File: config.mk
export PLATFORM = sky130hd
export DESIGN_NAME = lsu_bus_master
export DESIGN_NICKNAME = d
export VERILOG_FILES = /design/src/rtl/lsu_bus_master.sv
export SDC_FILE = /design/constraint.sdc
export NUM_CORES = 1
export LEC_CHECK = 0
export CORE_UTILIZATION = 35
export CTS_BUF_LIST = sky130_fd_sc_hd__clkbuf_16
export CTS_CLUSTER_DIAMETER = 60
export DETAILED_ROUTE_END_ITERATION = 10
export PLACE_DENSITY = 0.63
export SYNTH_ARGS = -nofsm -noshare
export SYNTH_HDL_FRONTEND = slang
export SYNTH_SLANG_ARGS = --single-unit
File: constraint.sdc
create_clock -name clk -period 3.5 [get_ports clk]
set_input_delay 0.35 -clock clk [delete_from_list [all_inputs] [get_ports clk]]
set_output_delay 0.35 -clock clk [all_outputs]
set_load 0.03 [all_outputs]
File: src/rtl/lsu_bus_master.sv
// lsu_bus_master: single-outstanding load/store initiator for the system bus.
// Define LSU_MISALIGN_TRAP_EN to trap misaligned halfword/word accesses.
module lsu_bus_master #(
  parameter int unsigned READ_LATENCY = 1
) (
  input  logic        clk,
  input  logic        rst,
  input  logic        req_valid,
  output logic        req_ready,
  input  logic        req_write,
  input  logic [1:0]  req_size,
  input  logic        req_unsigned,
  input  logic [31:0] req_addr,
  input  logic [31:0] req_wdata,
  output logic        resp_valid,
  output logic [31:0] resp_rdata,
  output logic        resp_err,
  output logic [31:0] bus_addr,
  output logic [31:0] bus_write_data,
  output logic        bus_enable,
  output logic        bus_is_write,
  output logic [3:0]  bus_byte_sel,
  input  logic [31:0] bus_data_in
);

`ifdef LSU_MISALIGN_TRAP_EN
  typedef enum logic [2:0] {
    IDLE, ISSUE, WAIT, RESP, ERR
  } state_e;
`else
  typedef enum logic [2:0] {
    IDLE, ISSUE, WAIT, RESP
  } state_e;
`endif

  localparam logic [2:0] WAIT_EN = 3'(READ_LATENCY - 1);

  state_e      state_q;
  logic [1:0]  size_q;
  logic        uns_q;
  logic        write_q;
  logic [1:0]  off_q;
  logic [2:0]  cnt_q;
  logic        resp_valid_q;
  logic [31:0] resp_rdata_q;
  logic [31:0] bus_addr_q;
  logic [31:0] bus_wdata_q;
  logic        bus_enable_q;
  logic        bus_is_write_q;
  logic [3:0]  bus_byte_sel_q;
  logic [31:0] raw_data;

  function automatic logic [3:0] lanes(
    input logic [1:0] sz,
    input logic [1:0] a
  );
    case (sz)
      2'b00:   lanes = 4'b0001 << a;
      2'b01:   lanes = 4'b0011 << {a[1], 1'b0};
      default: lanes = 4'b1111;
    endcase
  endfunction

  function automatic logic [31:0] wrep(
    input logic [1:0]  sz,
    input logic [31:0] wd
  );
    case (sz)
      2'b00:   wrep = {4{wd[7:0]}};
      2'b01:   wrep = {2{wd[15:0]}};
      default: wrep = wd;
    endcase
  endfunction

  function automatic logic [1:0] offs(
    input logic [1:0] sz,
    input logic [1:0] a
  );
    case (sz)
      2'b00:   offs = a;
      2'b01:   offs = {a[1], 1'b0};
      default: offs = 2'b00;
    endcase
  endfunction

  function automatic logic [31:0] extend(
    input logic [31:0] raw,
    input logic [1:0]  sz,
    input logic        uns
  );
    case (sz)
      2'b00:   extend = {{24{raw[7] & ~uns}}, raw[7:0]};
      2'b01:   extend = {{16{raw[15] & ~uns}}, raw[15:0]};
      default: extend = raw;
    endcase
  endfunction

`ifdef LSU_MISALIGN_TRAP_EN
  function automatic logic misal(
    input logic [1:0] sz,
    input logic [1:0] a
  );
    misal = ((sz == 2'b01) && a[0]) ||
            (sz[1] && (a != 2'b00));
  endfunction

  logic resp_err_q;
  assign resp_err = resp_err_q;
`else
  assign resp_err = 1'b0;
`endif

  // The arbiter muxes data_out on addr, so bus_addr stays put until capture.
  assign raw_data = bus_data_in >> {off_q, 3'b000};

  always_ff @(posedge clk or negedge rst) begin
    if (!rst) begin
      state_q        <= IDLE;
      size_q         <= 2'b00;
      uns_q          <= 1'b0;
      write_q        <= 1'b0;
      off_q          <= 2'b00;
      cnt_q          <= 3'd0;
      resp_valid_q   <= 1'b0;
      resp_rdata_q   <= '0;
      bus_addr_q     <= '0;
      bus_wdata_q    <= '0;
      bus_enable_q   <= 1'b0;
      bus_is_write_q <= 1'b0;
      bus_byte_sel_q <= 4'b0000;
`ifdef LSU_MISALIGN_TRAP_EN
      resp_err_q     <= 1'b0;
`endif
    end else begin
      resp_valid_q <= 1'b0;
`ifdef LSU_MISALIGN_TRAP_EN
      resp_err_q   <= 1'b0;
`endif
      case (state_q)
        IDLE: begin
          if (req_valid) begin
            size_q  <= req_size;
            uns_q   <= req_unsigned;
            write_q <= req_write;
            off_q   <= offs(req_size, req_addr[1:0]);
`ifdef LSU_MISALIGN_TRAP_EN
            if (misal(req_size, req_addr[1:0])) begin
              state_q      <= ERR;
              resp_valid_q <= 1'b1;
              resp_err_q   <= 1'b1;
              resp_rdata_q <= '0;
            end else
`endif
            begin
              state_q        <= ISSUE;
              bus_enable_q   <= 1'b1;
              bus_is_write_q <= req_write;
              bus_addr_q     <= {req_addr[31:2], 2'b00};
              bus_byte_sel_q <= lanes(req_size, req_addr[1:0]);
              bus_wdata_q    <= req_write ?
                                wrep(req_size, req_wdata) : '0;
            end
          end
        end
        ISSUE: begin
          if (write_q) begin
            state_q        <= RESP;
            resp_valid_q   <= 1'b1;
            resp_rdata_q   <= '0;
            bus_enable_q   <= 1'b0;
            bus_is_write_q <= 1'b0;
            bus_addr_q     <= '0;
            bus_wdata_q    <= '0;
            bus_byte_sel_q <= 4'b0000;
          end else begin
            state_q        <= WAIT;
            cnt_q          <= WAIT_EN;
            bus_enable_q   <= (WAIT_EN != 3'd0);
            bus_is_write_q <= 1'b0;
          end
        end
        WAIT: begin
          if (cnt_q != 3'd0) begin
            cnt_q        <= cnt_q - 3'd1;
            bus_enable_q <= (cnt_q != 3'd1);
          end else begin
            state_q        <= RESP;
            resp_valid_q   <= 1'b1;
            resp_rdata_q   <= extend(raw_data, size_q, uns_q);
            bus_enable_q   <= 1'b0;
            bus_is_write_q <= 1'b0;
            bus_addr_q     <= '0;
            bus_wdata_q    <= '0;
            bus_byte_sel_q <= 4'b0000;
          end
        end
        RESP: begin
          state_q      <= IDLE;
          resp_rdata_q <= '0;
        end
`ifdef LSU_MISALIGN_TRAP_EN
        ERR: begin
          state_q      <= IDLE;
          resp_rdata_q <= '0;
        end
`endif
        default: state_q <= IDLE;
      endcase
    end
  end

  assign req_ready      = (state_q == IDLE);
  assign resp_valid     = resp_valid_q;
  assign resp_rdata     = resp_rdata_q;
  assign bus_addr       = bus_addr_q;
  assign bus_write_data = bus_wdata_q;
  assign bus_enable     = bus_enable_q;
  assign bus_is_write   = bus_is_write_q;
  assign bus_byte_sel   = bus_byte_sel_q;

endmodule
======== Word-level counts from Yosys, hierarchy flattened ========
Cells that the tools add are included.
word-level totals
  register bits after elaboration ......... 115
  input bits .............................. 103
  output and inout port bits .............. 105
  logic and storage cells ................. 78
cells by class
  bitwise gates (word level) .............. 3
  muxes and demuxes ....................... 33
  shift operators ......................... 3
  add/subtract/negate cells ............... 1
  eq/ne operators ......................... 11
  reductions and logical operators ........ 14
operator list
  cell                                                                    count
  32-bit one-hot mux with 3 select lines                                  3
  32-bit two-way mux                                                      6
  32-bit one-hot mux with 2 select lines                                  2
  32-bit by 5-bit right shift with 32-bit output                          1
  3-bit two-way mux                                                       4
  4-bit two-way mux                                                       3
  4-bit one-hot mux with 3 select lines                                   1
  2-bit inequality test (second input constant)                           5
  3-bit one-hot mux with 3 select lines                                   1
  3-bit AND reduction                                                     3
  3-bit nonzero test                                                      3
  4-bit one-hot mux with 2 select lines                                   1
  1-bit two-way mux                                                       7
  3-bit by 2-bit equality test with 1-bit output (second input constant)  2
  1-bit one-hot mux with 3 select lines                                   2
  3-bit one-hot mux with 2 select lines                                   1
  2-bit AND reduction                                                     3
  2-bit by 1-bit equality test with 1-bit output (second input constant)  2
  2-bit zero test                                                         2
  2-bit one-hot mux with 2 select lines                                   1
  4-bit AND reduction                                                     1
  1-bit by 2-bit left shift with 4-bit output (first input constant)      1
  2-bit by 2-bit left shift with 4-bit output (first input constant)      1
  3-bit by 1-bit equality test with 1-bit output (second input constant)  1
  7 further kinds                                                         8

======== Longest topological paths before layout ========
  depth after elaboration ................. 5
  gate-level depth with buffers ........... 8
  depth with buffers taken out ............ 6

======== Worst setup path after synthesis ========
Ideal clock, no wire load.
  path type ............................... reg-to-reg
  start point ............................. register state_q[0]
  end point ............................... register resp_rdata_q[24], in the netlist resp_rdata[24]
  stages on the path, launching flop included .. 8
  library setup time ...................... 0.065 ns
  data required time ...................... 3.435 ns
  clock period less this slack ............ 2.107 ns
  buffers on the path ..................... 2
  arrival ................................. 2.042 ns
  path slack .............................. 1.393 ns
  cells stage by stage .................... dfrtp_1 > inv_1 > ha_1 > or3b_1 > buf_6 > a2111oi_4 > buf_6 > a221o_2
between the ends
  longest elaborated chain between the ends .. 3
  elaborated cells between the ends (all ways) .. 8
  those cells by class .................... 5 x eq/ne; 1 x mux; 2 x reduce/logical
RTL lines
  element                                                                                                           line  text
  start: declaration                                                                                                38    state_e state_q;
  start signal: assignment                                                                                          118   state_q <= IDLE;
  start signal: assignment                                                                                          155   state_q <= ISSUE;
  start signal: assignment                                                                                          167   state_q <= RESP;
  3-bit by 2-bit equality test with 1-bit output or 3-bit by 1-bit equality test with 1-bit output (tied branches)  139   case (state_q)
  2-bit inequality test (no source line) or 3-bit nonzero test (tied branches)                                      -
  3-bit AND reduction (no source line)                                                                              -
  end signal: assignment                                                                                            189   resp_rdata_q <= extend(raw_data, size_q, uns_q);
  end: declaration                                                                                                  45    logic [31:0] resp_rdata_q;
Parallel ways exist; a longest one is shown, timed or not.
A chain may end at the register's enable or synchronous reset.

======== Worst setup path after layout ========
  start point ............................. register state_q[0]
  end point ............................... register resp_rdata_q[25], in the netlist resp_rdata[25]
Same word-level chain as after synthesis.

==> run summary <==
Run status
- **run status** complete, no violations

Global route
- **maximum number of pins on one net before global-route repair** 133
- **vias in the first global route** 4704
- **overall routing resource usage** 20.02%
- **total congestion overflow** 0
- **wire length of the first global-routing pass** 25.26 mm
- **number of antenna violations at the first check in global routing** 0

Worst setup path
- **Worst R2R Path Depth** 6
- **Setup CP Type** reg2reg
- **Worst Setup EP** resp_rdata[25]
- **kind of end point of the critical path** register
- **list of cells traversed by the critical path** inv_1, ha_1, nand3b_1, or3b_1, nor3_2, a221o_2
- **worst endpoint required time** 3790 ps
- **timing startpoint of the critical path** state_q[0]
- **data arrival time of the critical path** 2610 ps
- **crit start category** register
- **largest driver fanout on the critical path** 10
- **crit path max-delay cell type** or3b_1
- **launch instance of the worst register-to-register path** state_q[0]
- **flop2flop setup slack** 1170 ps
- **maximum single-stage delay on the critical path** 570 ps
- **reg2reg end** resp_rdata[25]

Floorplan
- **height of the chip** 127.3 um
- **Initial Util** 36.01%
- **number of ports placed on the die boundary** 208
- **die area** 16200 um^2
- **area of the core** 15260 um^2
- **Die X-Extent** 127.3 um
- **floorplan row count** 45

Final layout
- **combined area of the multi-input logic cells** 2500 um^2
- **combined flip-flop and latch cell area** 2803 um^2
- **fraction of final layout cells sized beyond drive strength 1** 9.379%
- **count of filler cells inserted in the layout** 1402
- **Final #Nets** 830
- **Layout Area Growth over Synthesis** 45.66%
- **Ant. Diodes** 0
- **final core utilization** 52.45%

Logic synthesis
- **multiplexer share of the synthesized area** 9.519%
- **cell type contributing the most total cell area after synthesis** dfrtp_1
- **most instantiated cells after synthesis** dfrtp_1 (112), nand2_1 (83), o21ai_0 (57)
- **Post-synth EDFFs** 0
- **dominant combinational cell family by area after synthesis** compound AO/OA/AOI/OAI gates
- **fraction of synthesized cell area in xor and xnor cells** 0%
- **top area cells in the synthesized netlist** dfrtp_1 (51%), nand2_1 (5.7%), o21ai_0 (5.2%)
- **cell with the most instances after synthesis** dfrtp_1
- **Warnings, synthesis** 0
- **flip-flop and latch count after synthesis** 112
- **adder-cell share of the synthesized area** 1.594%
- **share of synthesized cell area in and, or, nand and nor gates** 15.96%
- **FFs w/ async S/R, synth** 100.0%
- **Synth top area share** 51.01%
- **gate count of the mapped netlist** 535
- **compound-cell area share of the yosys netlist** 17.90%
- **dominant register cell in the synthesized netlist** dfrtp_1
- **Post-Synthesis Cell Area** 5494 um^2
- **sequential-to-total area share from yosys stat** 51.01%
- **average instance area after synthesis** 10.27 um^2
- **number of different library cells in the post-synthesis netlist** 39

Placed design
- **Setup WS pre-CTS** 1208 ps
- **count of buffers from port buffering** 204
- **weighted congestion at the end of routability-driven global placement** 0.8549
- **Detailed Place HPWL** 11.49 mm

Detailed routing
- **post-detailed-route wirelength per cell** 16.96 um
- **drt drc** 0
- **via count** 4648
- **ratio of routed vias to standard cells** 4.966
- **detailed-router iteration count before antenna repair** 5
- **Total Routed Length** 15.88 mm
- **count of routing violations after the opening detailed-route iteration** 287
- **number of nets still failing antenna checks after routing** 0

Clocking
- **clock-pin slew reported for the worst setup and hold paths after clock tree synthesis** 70 ps
- **CTS tree** done
- **CTS Hold Bufs** 0
- **Max H-tree Level** 3
- **number of buffers inserted during clock tree synthesis** 9
- **clock latency at the later pin of the worst-skew pair** 350 ps
- **count of clock tree sinks** 112
- **post-cts gate resize count** 0
- **number of buffers between clock root and the deepest sink** 2
- **total setup buffers inserted after CTS** 0
- **clock tree root buffer cell** clkbuf_16

Power and ir drop
- **Design Power** 0.007043 W
- **power per standard cell area** 880.0 nW/um^2
- **Peak supply drop** 0.0004520 V
- **total leakage power** 3.285 nW

Timing
- **least setup slack across all paths after layout** 1172 ps
- **clock period minus final worst setup slack** 2328 ps
- **Max Freq** 0.4295 GHz
- **Hold WS** 71.04 ps
- **headroom to the max-slew limit** 49.36%
- **largest clock skew in the final design** 6.367 ps
- **number of max-slew violations in the final report** 0
- **RSZ-0062 raised after global routing** false
- **Final Hold Violating Endpoints** 0
- **setup TNS** 0 ps
- **slew of the pin with the lowest slew margin** 759.6 ps
- **final period utilization** 66.53%
- **count of endpoints failing setup in the final report** 0

Run
- **number of max-cap violations** 0

Min path
- **worst min-delay path category** in2async

==> flip-flops by register name, indices dropped and copies added, names as in the netlist <==
signal,cells
write_q,1
resp_valid,1
state_q,2
cnt_q,3
bus_enable,1
size_q,2
bus_byte_sel,4
bus_is_write,1
off_q,2
bus_write_data,32
bus_addr,30
uns_q,1
resp_rdata,32
==> worst max-delay path: cells and delay by family (launching register included) <==
kind	cells	cell delay [ps]
AOI/OAI and AO/OA	1	250
adders and majority gates	1	290
buffers and inverters	1	100
DFF	1	420
and+or+nand+nor	3	1210
==> layout make-up <==
cell class	instances	area share, %
inverters	7	0.3283
repair buffers	215	26.83
clock inverters	7	0.4690
multi-input cells	375	31.24
clock buffers	9	2.814
flip-flops and latches	112	35.02
well taps	211	3.299
==> worst min-delay path by stage <==
stage                                 to  slack, ps
final                     resp_rdata[12]         70
after global routing       resp_rdata[8]        120
after CTS                  resp_rdata[8]         90
after detailed placement   resp_rdata[8]        470
after global placement     resp_rdata[8]        460
after floorplan             bus_addr[10]         50
==> cell usage in the layout (no fill, tap or decap), drive strengths merged, types with 2 or more instances in the layout <==
master	synthesis	final
a21oi	14	14
a221o	17	17
a22o	4	4
buf	11	12
clkbuf	32	9
clkdlybuf4s50	0	203
clkinv	0	6
conb	1	3
dfrtp	112	112
ha	7	7
inv	7	8
mux2	24	24
mux2i	23	23
nand2	83	83
nand2b	35	35
nand3b	10	10
nor2	17	17
nor2b	22	22
nor3	2	2
nor3b	3	3
o21ai	57	57
o2bb2ai	14	14
o31ai	26	26
o41ai	2	2
or2	2	2
==> where the power goes <==
part / total (W) / switching [W] / internal (W) / leakage, nW
registers: 0.00208 / 0.000308 / 0.00177 / 1.48
clock network: 0.000948 / 0.000471 / 0.000478 / 0.137
logic: 0.00402 / 0.00238 / 0.00164 / 1.67
==> logic make-up after synthesis <==
logic type               count (synthesis)
AND/OR/NAND/NOR                        176
AO/OA/AOI/OAI                          141
flip-flops                             112
buffers and inverters                   50
multiplexers                            48
adder cells (fa/ha/maj)                  7
other                                    1
==> per-layer routing <==
metal / GRT usage [%] / part of all wire (%) / vias to the layer above / routed length [um]
met5: 0 / 0 / - / 0
met4: 6.583 / 1.6 / 0 / 255
met3: 7.705 / 11 / 17 / 1822
met2: 30.22 / 43 / 207 / 6791
met1: 26.32 / 44 / 2181 / 7009
li1: - / - / 2243 / -
==> stage by stage <==
step | instance area [um^2] | std cells
2_1_floorplan | 5502 | 537
3_3_place_gp | 7740 | 920
3_5_place_dp | 7740 | 920
4_1_cts | 8003 | 936
5_1_grt | 8003 | 936
6_report | 8003 | 936
Power figures use the tool's default switching activity.
